==> config.mk <==
export PLATFORM = sky130hd
export DESIGN_NAME = shift_register_scheduler_flat
export DESIGN_NICKNAME = d
export VERILOG_FILES = /design/src/rtl/shift_register_scheduler_pkg.sv /design/src/rtl/shift_register_scheduler_if.sv /design/src/rtl/shift_register_scheduler_arb.sv /design/src/rtl/shift_register_scheduler.sv /design/src/flat_wrapper.sv
export SDC_FILE = /design/constraint.sdc
export NUM_CORES = 1
export LEC_CHECK = 0
export ABC_AREA = 1
export BUFFER_PORTS_ARGS = -buffer_cell sky130_fd_sc_hd__buf_2
export CELL_PAD_IN_SITES_DETAIL_PLACEMENT = 0
export CELL_PAD_IN_SITES_GLOBAL_PLACEMENT = 2
export CORE_AREA = 2 2 90 92
export CTS_BUF_LIST = sky130_fd_sc_hd__clkbuf_16
export DETAILED_ROUTE_END_ITERATION = 7
export DIE_AREA = 0 0 92 94
export GPL_TIMING_DRIVEN = 0
export PLACE_DENSITY_LB_ADDON = 0.1
export SLEW_MARGIN = 20
export SYNTH_ARGS = -nofsm -noshare
export SYNTH_HDL_FRONTEND = slang
export SYNTH_SLANG_ARGS = --single-unit
export TNS_END_PERCENT = 100
==> constraint.sdc <==
create_clock -name clk -period 2.2 [get_ports clk]
set_clock_uncertainty 0.15 [all_clocks]
set_input_delay 0.44 -clock clk [delete_from_list [all_inputs] [get_ports clk]]
set_output_delay 0.44 -clock clk [all_outputs]
set_load 0.02 [all_outputs]
==> src/rtl/shift_register_scheduler_pkg.sv <==
// Shared definitions for the shift register scheduler: operation and FSM
// encodings, width constants, and helpers that build one shift register
// command and resolve the effective operation length.
package shift_register_sched_pkg;

  localparam int WIDTH = 8;
  localparam int LEN_W = 4;

  typedef enum logic [1:0] {
    OP_CLEAR = 2'd0,
    OP_RIGHT = 2'd1,
    OP_LEFT  = 2'd2,
    OP_LOAD  = 2'd3
  } op_e;

  typedef enum logic [1:0] {
    ST_IDLE = 2'd0,
    ST_RUN  = 2'd1,
    ST_DONE = 2'd2
  } state_e;

  typedef struct packed {
    logic             rst;
    logic [1:0]       ctrl;
    logic [WIDTH-1:0] data;
  } sr_cmd_t;

  // Command for RUN cycle idx of an operation. Right shifts feed the MSB
  // from payload LSB first; left shifts feed the LSB from payload MSB first,
  // so a full-length shift of either direction leaves q equal to payload.
  function automatic sr_cmd_t sr_cmd(op_e op, logic [WIDTH-1:0] payload, logic [2:0] idx);
    sr_cmd_t c;
    c = '0;
    case (op)
      OP_CLEAR: c.rst = 1'b1;
      OP_RIGHT: begin
        c.ctrl    = 2'd1;
        c.data[7] = payload[idx];
      end
      OP_LEFT: begin
        c.ctrl    = 2'd2;
        c.data[0] = payload[3'd7 - idx];
      end
      OP_LOAD: begin
        c.ctrl = 2'd3;
        c.data = payload;
      end
      default: c = '0;
    endcase
    return c;
  endfunction

  // Clear and load take one cycle; shift lengths of 0 or above 8 mean 8.
  function automatic logic [LEN_W-1:0] eff_len(op_e op, logic [LEN_W-1:0] len);
    if (op == OP_CLEAR || op == OP_LOAD) begin
      return 4'd1;
    end else if (len == 4'd0 || len > 4'd8) begin
      return 4'd8;
    end else begin
      return len;
    end
  endfunction

endpackage

==> src/rtl/shift_register_scheduler_if.sv <==
// Request bus of the shift register scheduler: two requesters sharing one
// valid/ready handshake bundle. Index 0 is requester A, index 1 is B.
//   req_valid   [1:0]  per-requester request valid
//   req_ready   [1:0]  per-requester accept (at most one bit high)
//   req_op      [3:0]  2 bits per requester
//   req_payload [15:0] 8 bits per requester
//   req_len     [7:0]  4 bits per requester
interface shift_register_scheduler_if;
  logic [1:0]  req_valid;
  logic [1:0]  req_ready;
  logic [3:0]  req_op;
  logic [15:0] req_payload;
  logic [7:0]  req_len;

  modport master (output req_valid, output req_op, output req_payload,
                  output req_len, input req_ready);
  modport slave  (input req_valid, input req_op, input req_payload,
                  input req_len, output req_ready);
endinterface

==> src/rtl/shift_register_scheduler_arb.sv <==
// Two-way round-robin grant: a lone request is granted directly; when both
// request, the pointer side wins.
//   i_req   [1:0] request vector
//   i_ptr         preferred requester on a tie (0 = A, 1 = B)
//   o_grant [1:0] one-hot grant, zero when nothing requests
module rr_arbiter_2 (
  input  logic [1:0] i_req,
  input  logic       i_ptr,
  output logic [1:0] o_grant
);

  logic [1:0] w_grant;

  // Tie-break by pointer, otherwise pass the single request through.
  always_comb begin
    w_grant = 2'b00;
    if (i_req == 2'b11) begin
      w_grant = i_ptr ? 2'b10 : 2'b01;
    end else begin
      w_grant = i_req;
    end
  end

  assign o_grant = w_grant;

endmodule

==> src/rtl/shift_register_scheduler.sv <==
// Schedules shift register operations from two requesters. An accepted
// request runs for its effective length in RUN, then DONE pulses done for
// the owner for one cycle before returning to IDLE.
//   clk, resetn        clock, asynchronous active-low reset
//   req                request bus (slave side)
//   abort              ends the running operation after the current cycle
//   sr_reset/ctrl/data registered shift register command
//   busy               high in RUN and DONE
//   done, done_aborted completion pulse and abort qualifier
module shift_register_scheduler
  import shift_register_sched_pkg::*;
#(
  parameter int WIDTH = 8
) (
  input  logic                       clk,
  input  logic                       resetn,
  shift_register_scheduler_if.slave  req,
  input  logic                       abort,
  output logic                       sr_reset,
  output logic [1:0]                 sr_ctrl,
  output logic [WIDTH-1:0]           sr_data,
  output logic                       busy,
  output logic [1:0]                 done,
  output logic                       done_aborted
);

  state_e           r_state, w_state_nxt;
  op_e              r_op, w_sel_op;
  logic [7:0]       r_payload, w_sel_payload;
  logic [LEN_W-1:0] r_len, r_cnt, w_cnt_nxt, w_cnt_inc, w_sel_len;
  logic             r_owner, r_ptr, r_out_en, w_sel, w_accept, w_abt_nxt;
  logic [1:0]       w_grant, w_ready, w_done_nxt;
  sr_cmd_t          w_cmd_nxt;

  rr_arbiter_2 u_arb (
    .i_req   (req.req_valid),
    .i_ptr   (r_ptr),
    .o_grant (w_grant)
  );

  // r_out_en keeps ready low while reset is applied, since ready is combinational.
  assign w_ready       = (r_state == ST_IDLE && r_out_en) ? w_grant : 2'b00;
  assign req.req_ready = w_ready;
  assign w_accept      = |(req.req_valid & w_ready);
  assign w_sel         = w_grant[1];
  assign w_sel_op      = op_e'(w_sel ? req.req_op[3:2] : req.req_op[1:0]);
  assign w_sel_payload = w_sel ? req.req_payload[15:8] : req.req_payload[7:0];
  assign w_sel_len     = eff_len(w_sel_op, w_sel ? req.req_len[7:4] : req.req_len[3:0]);
  assign w_cnt_inc     = r_cnt + 4'd1;

  // FSM state register.
  always_ff @(posedge clk or negedge resetn) begin
    if (!resetn) begin
      r_state <= ST_IDLE;
    end else begin
      r_state <= w_state_nxt;
    end
  end

  // Next state plus the command/done values registered at the coming edge.
  always_comb begin
    w_state_nxt = r_state;
    w_cnt_nxt   = r_cnt;
    w_cmd_nxt   = '0;
    w_done_nxt  = 2'b00;
    w_abt_nxt   = 1'b0;
    case (r_state)
      ST_IDLE: begin
        if (w_accept) begin
          w_state_nxt = ST_RUN;
          w_cnt_nxt   = 4'd0;
          w_cmd_nxt   = sr_cmd(w_sel_op, w_sel_payload, 3'd0);
        end else begin
          w_state_nxt = ST_IDLE;
        end
      end
      ST_RUN: begin
        if (abort || r_cnt == (r_len - 4'd1)) begin
          w_state_nxt = ST_DONE;
          w_done_nxt  = r_owner ? 2'b10 : 2'b01;
          w_abt_nxt   = abort;
        end else begin
          w_cnt_nxt = w_cnt_inc;
          w_cmd_nxt = sr_cmd(r_op, r_payload, w_cnt_inc[2:0]);
        end
      end
      ST_DONE: w_state_nxt = ST_IDLE;
      default: w_state_nxt = ST_IDLE;
    endcase
  end

  // Request capture, arbitration pointer and registered outputs.
  always_ff @(posedge clk or negedge resetn) begin
    if (!resetn) begin
      r_out_en     <= 1'b0;
      r_op         <= OP_CLEAR;
      r_payload    <= 8'h00;
      r_len        <= 4'd0;
      r_cnt        <= 4'd0;
      r_owner      <= 1'b0;
      r_ptr        <= 1'b0;
      sr_reset     <= 1'b0;
      sr_ctrl      <= 2'd0;
      sr_data      <= '0;
      busy         <= 1'b0;
      done         <= 2'b00;
      done_aborted <= 1'b0;
    end else begin
      r_out_en     <= 1'b1;
      r_cnt        <= w_cnt_nxt;
      sr_reset     <= w_cmd_nxt.rst;
      sr_ctrl      <= w_cmd_nxt.ctrl;
      sr_data      <= w_cmd_nxt.data;
      busy         <= (w_state_nxt != ST_IDLE);
      done         <= w_done_nxt;
      done_aborted <= w_abt_nxt;
      if (w_accept) begin
        r_op      <= w_sel_op;
        r_payload <= w_sel_payload;
        r_len     <= w_sel_len;
        r_owner   <= w_sel;
        r_ptr     <= ~w_sel;
      end
    end
  end

endmodule

==> src/flat_wrapper.sv <==
// flat-port wrapper written by rule: the top's interface ports become plain ports
module shift_register_scheduler_flat import shift_register_sched_pkg::*;
#(
  parameter int WIDTH = 8
)
  (clk, resetn, abort, sr_reset, sr_ctrl, sr_data, busy, done, done_aborted, req_req_valid, req_req_op, req_req_payload, req_req_len, req_req_ready);
  shift_register_scheduler_if req_i ();
  input  logic clk;
  input  logic resetn;
  input  logic abort;
  output logic sr_reset;
  output logic [1:0] sr_ctrl;
  output logic [WIDTH-1:0] sr_data;
  output logic busy;
  output logic [1:0] done;
  output logic done_aborted;
  input wire logic [$bits(req_i.req_valid)-1:0] req_req_valid;
  input wire logic [$bits(req_i.req_op)-1:0] req_req_op;
  input wire logic [$bits(req_i.req_payload)-1:0] req_req_payload;
  input wire logic [$bits(req_i.req_len)-1:0] req_req_len;
  output wire logic [$bits(req_i.req_ready)-1:0] req_req_ready;
  assign req_i.req_valid = req_req_valid;
  assign req_i.req_op = req_req_op;
  assign req_i.req_payload = req_req_payload;
  assign req_i.req_len = req_req_len;
  assign req_req_ready = req_i.req_ready;
  shift_register_scheduler #(.WIDTH(WIDTH)) u_core (.clk(clk), .resetn(resetn), .req(req_i), .abort(abort), .sr_reset(sr_reset), .sr_ctrl(sr_ctrl), .sr_data(sr_data), .busy(busy), .done(done), .done_aborted(done_aborted));
endmodule
==> run metrics, run 1 <==
CTS tree=built; Most common cell on crit path=nand2_1; Synth area leader=dfrtp_1; final setup vio count=0; reg2reg start=u_core.r_len[0]; Yosys reg bits=38; Critical Path Source Type=register; Core Region=7610 um2; via-per-instance ratio=4.30; die height=94 um; Slew Viols, Final=0; Lkg Pwr=1.61 nW; Clock Tree Buf Depth=2; GRT Total Usage=14.7%; CTS Buf Count=5; top post-synthesis cells by area=dfrtp_1 (41%), nand2_1 (15%), inv_1 (7.0%); Register Area=951 um2; ys flop type=dfrtp_1; Final period util=88.0%; fillers=829; netlist area before placement=2310 um2; Reg-to-Reg End=u_core.sr_data[6]; GPL Wtd Cong=0.696; Layout area overhead=23.2%; r2r setup slk=0.26 ns; Setup WS post-layout=0.263 ns; initial antenna violation count=0; Top Ports=50; ys async rst share=100%; largest fanout on the critical path=8; Initial Utilization=30.4%; Buf+Inv Stages, Crit Path=3; post-detailed-route wirelength per cell=12.6 um; Post-synth EDFFs=0; CP max stage delay=0.39 ns; worst min path class=primary input to async pin; vias in the first global route=1949; remaining global-route overflow=0; vias post-DR=1983; CTS Sinks=38; Post-CTS Setup Bufs=0; Yosys cell types=30; Die ar.=8650 um2; Final HPWL DP=4460 um; crit path cell chain=inv_1 -> ha_1 -> nand2_1 -> inv_1 -> nor2_1 -> nand2_1 -> nor2_1 -> nand2_2 -> nand2_1 -> inv_2 -> nand3_1 -> nand2_1; pre-CTS setup slack=0.140 ns; cts hold-fix bufs=0; Worst Setup End Kind=register; Setup TNS=0 ns; unrepaired setup endpoints after global routing=false; top cell family by delay on the critical path=simple AND/OR/NAND/NOR gates; Post-Syn Nets=341; max-cap viol count=0; Mapped Cells=302; ratio of cells with drive above 1 in the final layout=27.0%; Cell Pwr Density=1240 nW/um2; largest net degree at the start of global routing=39; status=finished, final reports clean; critical path data required time=2.21 ns; crit path max-delay cell type=dfrtp_1; Syn Area/Cell=7.65 um2; CTS root buffer=clkbuf_16; Crit Path Category=register to register; Synthesis Warnings=0; DR iter-0 viols=85; register area share after synthesis=41.2%; maximum vdd drop=0.000336 V; post_cts resized=0; Layout Nets=397; ant diodes=0; CP arrival=1.95 ns; min cycle time layout=1.94 ns; latest clock arrival within the worst-skew pair=0.28 ns; Pre-antenna DRT Iters=5; first-pass GRT wire length=9850 um; Port Buf Inserts=49; area fraction of the dominant cell type after synthesis=41.2%; Slew HR=40.8%; DRT Wirelength=5790 um; DRC Markers=0; # H-tree levels=2; x dimension of the die=92 um; final hold vios=0; Register-to-Register Path Depth=12; post-route ant nets=0; Cell Rows=32; clk slew on worst S/H paths=0.06 ns; worst slew pin tran=0.889 ns; area occupied by multi-input gates=1100 um2; FMAX=516 MHz
-- report_power, final --
| group | internal, mW | switching, mW | leakage [nW] |
|---|---|---|---|
| clock network | 0.526 | 0.266 | 0.0864 |
| registers | 0.929 | 0.116 | 0.494 |
| logic | 0.586 | 1.11 | 1.03 |
-- cells by family (layout without fill, tap and decap cells) --
| group | count (synthesis) | count (layout) | share of synthesized area [%] |
|---|---|---|---|
| DFF | 38 | 38 | 41.2 |
| buffers and inverters | 56 | 113 | 11.3 |
| adders and majority gates | 6 | 6 | 3.25 |
| xor gates and xnor gates | 2 | 2 | 0.759 |
| muxes | 6 | 6 | 2.93 |
| and+or+nand+nor | 162 | 162 | 31.3 |
| AOI/OAI and AO/OA | 31 | 31 | 9.15 |
| other | 1 | 1 | 0.162 |
-- how the worst max path moves through the flow --
stage                startpoint                 to  slack [ns]  cells after the start
2_1_floorplan  req_req_valid[0]  u_core.sr_data[0]        0.46                     10
3_3_place_gp   req_req_valid[0]  u_core.sr_data[0]        0.14                     11
6_report        u_core.r_len[0]  u_core.sr_data[6]        0.26                     12
5_1_grt            u_core.r_ptr  u_core.sr_data[0]        0.07                     11
4_1_cts         u_core.r_len[0]  u_core.sr_data[7]        0.26                     12
3_5_place_dp   req_req_valid[0]  u_core.sr_data[0]        0.14                     11
-- state kept, by name, indices dropped and copies added (netlist names) --
signal               flops
u_core.r_out_en          1
u_core.sr_ctrl           2
u_core.done_aborted      1
u_core.r_owner           1
u_core.r_op              2
u_core.r_state           2
u_core.r_cnt             4
u_core.sr_reset          1
u_core.busy              1
u_core.r_ptr             1
u_core.done              2
u_core.r_payload         8
u_core.r_len             4
u_core.sr_data           8
-- stage by stage --
step | power (mW) | instances | hold WS [ns] | util, % | cell area [um2]
finish | 3.54 | 461 | 0.133 | 37.4 | 2850
global route | 3.87 | 461 | 0.207 | 37.4 | 2850
CTS | 3.59 | 461 | 0.158 | 37.4 | 2850
detailed placement | 2.78 | 453 | 0.262 | 35.3 | 2680
global placement | 2.78 | 453 | 0.261 | 35.3 | 2680
floorplan | 2.32 | 302 | -0.00559 | - | 2310
-- cell usage after synthesis (2+ instances only) --
| cell | n |
|---|---|
| nand2_4 | 2 |
| nand4_1 | 2 |
| inv_2 | 4 |
| dfrtp_1 | 38 |
| buf_2 | 2 |
| o21ai_0 | 8 |
| o21ai_2 | 11 |
| mux2_2 | 6 |
| nor2_4 | 2 |
| nor2_1 | 26 |
| inv_1 | 43 |
| buf_6 | 5 |
| ha_1 | 6 |
| nand2_1 | 93 |
| o21ai_1 | 8 |
| nand2_2 | 3 |
| nand3_1 | 30 |
-- final cells by class --
| cell class | count | share of cell area (%) |
|---|---|---|
| well taps | 102 | 4.49 |
| inverters | 48 | 6.60 |
| plain buffers | 8 | 2.59 |
| flip-flops and latches | 38 | 33.4 |
| clock buffers | 5 | 4.40 |
| multi-input cells | 208 | 38.6 |
| clock inverters | 3 | 1.32 |
| repair buffers | 49 | 8.62 |
-- layout by cell type (no fill, tap or decap), types with 3 or more instances in the layout --
cell,n
mux2_2,6
inv_1,45
buf_6,5
nor2_1,26
nand2_2,3
dfrtp_1,38
inv_2,4
nand2_1,93
clkbuf_16,5
nand3_1,30
ha_1,6
o21ai_1,8
o21ai_2,11
buf_2,51
o21ai_0,8
-- layer usage --
metal	wire, um	track usage [%]
met3	183	2.41
met1	3110	21.5
met4	56	4.10
met2	2450	22.3
met5	0	0
Note: power is estimated with default switching activity, not from simulation.
==> run 2, diff against run 1 <==
- ABC_CLOCK_PERIOD_IN_PS: default -> 2400
- BUFFER_PORTS_ARGS: -buffer_cell sky130_fd_sc_hd__buf_2 -> default
- CORE_AREA: 2 2 90 92 -> 2 2 81 83
- DIE_AREA: 0 0 92 94 -> 0 0 83 85
- DONT_BUFFER_PORTS: default -> 1
- clock period: 2.2 -> 2.4 ns (I/O delays scaled with it)
==> run 2 against run 1 <==
Compared with the run above:
- design area is 8.8% lower
- clock power down 8.7%
- routed wire length decreased by 6.9%
- via count fell by 9.0%
- first-iteration DRC count is 39% lower
- critical path type unchanged
- critical endpoint is now u_core.sr_data[0]
- largest power group unchanged
==> run metrics, run 2 (synthesis results as in run 1) <==
DR iter-0 viols=52; via-per-instance ratio=4.65; Net Sw Frac=42.6%; Top Ports=50; GRT Total Usage=16.3%; most frequent cells in the layout=nand2_1 (93), inv_1 (43), dfrtp_1 (38); largest net degree at the start of global routing=39; Reg power frac=32.7%; CTS root buffer=clkbuf_16; vias post-DR=1804; P_int=1.82 mW; Cell Pwr Density=1220 nW/um2; leading cell type in the layout, fill and taps excluded=nand2_1; DRC Markers=0; ant diodes=0; remaining global-route overflow=0; unrepaired setup endpoints after global routing=false; x dimension of the die=83 um; ratio of cells with drive above 1 in the final layout=15.8%; post_cts resized=0; Final HPWL DP=4070 um; Layout area overhead=12.4%; GPL Wtd Cong=0.796; Die ar.=7060 um2; post-detailed-route wirelength per cell=13.9 um; CTS tree=built; Buf+Inv Stages, Crit Path=4; largest fanout on the critical path=10; wire length on met2=2400 um; maximum vdd drop=0.000497 V; CTS Buf Count=5; CTS Sinks=38; crit path max-delay cell type=dfrtp_1; metal3 WL=178 um; clk slew on worst S/H paths=0.06 ns; Clock Tree Buf Depth=2; routed metal-1 wirelength=2750 um; Port Buf Inserts=0; min cycle time layout=1.96 ns; uppermost routed layer=met4; Psw=1.35 mW; # H-tree levels=2; Slew Viols, Final=0; max-cap viol count=0; worst min path class=primary input to register; first-pass GRT wire length=9030 um; top cell family by delay on the critical path=buffers and inverters; Final period util=81.6%; FMAX=510 MHz; CP arrival=2.02 ns; DRT Wirelength=5400 um; Crit Path Category=register to register; initial antenna violation count=0; final setup vio count=0; Most common cell on crit path=nand2_1; final instance area=2590 um2; Core Region=6200 um2; CP max stage delay=0.40 ns; die height=85 um; Regs by FF count=u_core.r_payload (8), u_core.sr_data (8); cts hold-fix bufs=2; Clock power frac=22.8%; Worst Setup End Kind=register; final hold vios=0; Area after DPL=2410 um2; crit path cell chain=inv_2 -> nand2_2 -> nand2_4 -> buf_6 -> nand2_1 -> o21ai_1 -> ha_1 -> buf_2 -> inv_1 -> nor3_1 -> a21oi_1 -> nand2_1; Layout Nets=350; Lkg Pwr=1.39 nW; combinational share of power=44.4%; status=finished, final reports clean; Pre-antenna DRT Iters=4; vias in the first global route=1809; critical path data required time=2.46 ns; Initial Utilization=37.2%; post-route ant nets=0; latest clock arrival within the worst-skew pair=0.28 ns; Post-CTS Setup Bufs=0; Setup TNS=0 ns; Cell Rows=29; Critical Path Source Type=register
-- run 2: cell count changes in the layout (fill, tap and decap cells not counted) --
cell           before  now
dlygate4sd3_1       0    1
buf_12              0    1
inv_1              45   43
buf_2              51    2
clkinv_1            0    1
-- run 2: power by group through the flow --
stage	combinational [mW]	sequential (mW)	clock, mW
final	1.41	1.04	0.723
after floorplan	1.11	1.02	0
after global routing	1.61	1.06	0.766
after CTS	1.43	1.04	0.739
after detailed placement	1.40	1.05	0
after global placement	1.41	1.05	0
-- run 2: layout make-up --
class	count	area (um2)
plain buffers	8	73.8
well taps	77	96.3
flip-flops and latches	38	951
multi-input cells	208	1100
repair buffers	2	30.0
fillers	627	3610
clock inverters	2	33.8
inverters	48	188
clock buffers	5	125
-- run 2: layer usage --
layer  up-vias  track usage (%)
met5         -                0
met3         5             3.60
met2        39             25.7
met1       808             22.6
li1        952                -
met4         0             4.77
-- run 2: worst reg2reg max path, cell delays in order (launching register included) --
cell and delay [ns]:
dfrtp_1 0.40, inv_2 0.06, nand2_2 0.05, nand2_4 0.10, buf_6 0.14, nand2_1 0.05, o21ai_1 0.15, ha_1 0.19
buf_2 0.20, inv_1 0.08, nor3_1 0.18, a21oi_1 0.06, nand2_1 0.08
-- run 2: worst paths after layout --
check / end / from / cells after the start / slack [ns]
min: u_core.done_aborted / abort / 2 / 0.25
max in group asynchronous: u_core.r_payload[0] / resetn / 2 / 1.39
max: u_core.sr_data[0] / u_core.r_ptr / 12 / 0.44
min reg2reg: u_core.done[0] / u_core.r_owner / 1 / 0.28
min in group asynchronous: u_core.r_out_en / resetn / 2 / 0.51
max reg2reg: u_core.sr_data[0] / u_core.r_ptr / 12 / 0.44
-- run 2: through the flow --
| step | util (%) | hold WS, ns | power, mW | cells | setup WS [ns] |
|---|---|---|---|---|---|
| 6_report | 41.8 | 0.249 | 3.17 | 388 | 0.440 |
| 5_1_grt | 41.8 | 0.272 | 3.44 | 388 | 0.305 |
| 4_1_cts | 41.8 | 0.248 | 3.21 | 388 | 0.439 |
| 3_5_place_dp | 38.8 | 0.0349 | 2.45 | 379 | 0.399 |
| 3_3_place_gp | 38.8 | 0.0350 | 2.45 | 379 | 0.389 |
| 2_1_floorplan | - | 0.0344 | 2.13 | 302 | 0.618 |
==> run 3, diff against run 2 <==
- ABC_CLOCK_PERIOD_IN_PS: 2400 -> 1900
- CORE_AREA: 2 2 81 83 -> 2 2 84 86
- DIE_AREA: 0 0 83 85 -> 0 0 86 88
- clock period: 2.4 -> 1.9 ns (I/O delays scaled with it)
==> run 3 against run 2 <==
Compared with the run above:
- critical path depth unchanged
- routed wire length up 6.2%
- non-clock buffer count up 5
- flip-flop and latch count unchanged
==> run metrics, run 3 (synthesis results as in run 1) <==
status=finished, final reports clean; CTS root buffer=clkbuf_16; Area after DPL=2410 um2; clk slew on worst S/H paths=0.06 ns; Die ar.=7570 um2; vias in the first global route=1834; largest net degree at the start of global routing=39; FMAX=566 MHz; met3 Use GR=3.58%; final setup vio count=0; leading cell type in the layout, fill and taps excluded=nand2_1; x dimension of the die=86 um; met1 GRT Util=23.5%; final instance area=2640 um2; post-detailed-route wirelength per cell=14.5 um; # H-tree levels=2; min cycle time layout=1.77 ns; critical path data required time=1.93 ns; GPL Wtd Cong=0.780; Slew Viols, Final=0; Final HPWL DP=4230 um; Lkg Pwr=1.41 nW; largest fanout on the critical path=8; Crit Path Category=register to register; Global Route met2 Usage=24.8%; via-per-instance ratio=4.65; Clock Tree Buf Depth=2; Setup TNS=0 ns; Top Ports=50; max-cap viol count=0; vias post-DR=1838; Cell Pwr Density=1510 nW/um2; Port Buf Inserts=0; final hold vios=0; die height=88 um; GRT Total Usage=16.4%; dpl cells=382; maximum vdd drop=0.000444 V; CTS Sinks=38; Critical Path Source Type=register; Core Region=6640 um2; Hold WS=0.152 ns; post-route ant nets=0; Pre-antenna DRT Iters=4; post-layout util=39.8%; grt peak-use layer=met2; ant diodes=0; most frequent cells in the layout=nand2_1 (92), inv_1 (40), dfrtp_1 (38); DRT Wirelength=5730 um; DR iter-0 viols=56; Initial Utilization=34.8%; initial antenna violation count=0; Layout Nets=355; DRC Markers=0; Regs by FF count=u_core.r_payload (8), u_core.sr_data (8); ratio of cells with drive above 1 in the final layout=19.7%; CTS Buf Count=5; CP arrival=1.79 ns; CTS tree=built; latest clock arrival within the worst-skew pair=0.28 ns; Cell Rows=30; Worst Setup End Kind=register; worst min path class=primary input to register; first-pass GRT wire length=9430 um; Final period util=93.0%; fin cells=395; Layout area overhead=14.5%; remaining global-route overflow=0
## run 3: final timing paths
kind,from,to,slack [ns],cells past startpoint
worst max-delay path,u_core.r_len[0],u_core.r_cnt[2],0.13,12
worst min-delay path,abort,u_core.done_aborted,0.15,2
worst max register to register,u_core.r_len[0],u_core.r_cnt[2],0.13,12
worst min register to register,u_core.r_owner,u_core.done[0],0.27,1
max in group asynchronous,resetn,u_core.r_owner,0.96,2
min in group asynchronous,resetn,u_core.sr_data[7],0.43,2
## run 3: per-layer routing
layer,vias up,part of all wire (%)
li1,961,-
met1,836,51
met2,36,44
met3,5,3.5
met4,0,1.3
met5,-,0
## run 3: critical path, stage by stage (launching register included)
cell and delay, ns:
dfrtp_1 0.39, inv_2 0.12, ha_4 0.22, nand2_1 0.05, inv_1 0.03, nor2_1 0.08
nand2_1 0.07, nor2_2 0.11, nand2_2 0.09, nand3_4 0.13, nand2_4 0.10, nand2_1 0.08
nand2_1 0.05
## run 3: final cells by class
type	count	area [um2]
fillers	700	4000
plain buffers	8	83.8
flip-flops and latches	38	951
repair buffers	7	67.6
inverters	48	188
clock buffers	5	125
clock inverters	1	3.75
multi-input cells	208	1120
well taps	80	100
## run 3: where the power goes
part | switching [mW] | internal, mW | total (mW)
clock network | 0.319 | 0.467 | 0.786
logic | 1.22 | 0.680 | 1.90
registers | 0.233 | 1.08 | 1.31
## run 3: per-stage QoR
stage                     setup WS (ns)  power (mW)
after global placement          -0.0502        3.12
after detailed placement        -0.0454        3.12
after floorplan                   0.196        2.69
after global routing           -0.00743        4.34
after CTS                        0.0265        3.94
final                             0.133        4.00
## run 3: repair_timing
| item | CTS | global route |
|---|---|---|
| setup endpoints to repair | 3 | 21 |
| pin swaps | 0 | 3 |
| hold buffers | 2 | 0 |
| setup buffers | 0 | 5 |
| gates resized for setup | 3 | 9 |
| hold endpoints to repair | 38 | 0 |
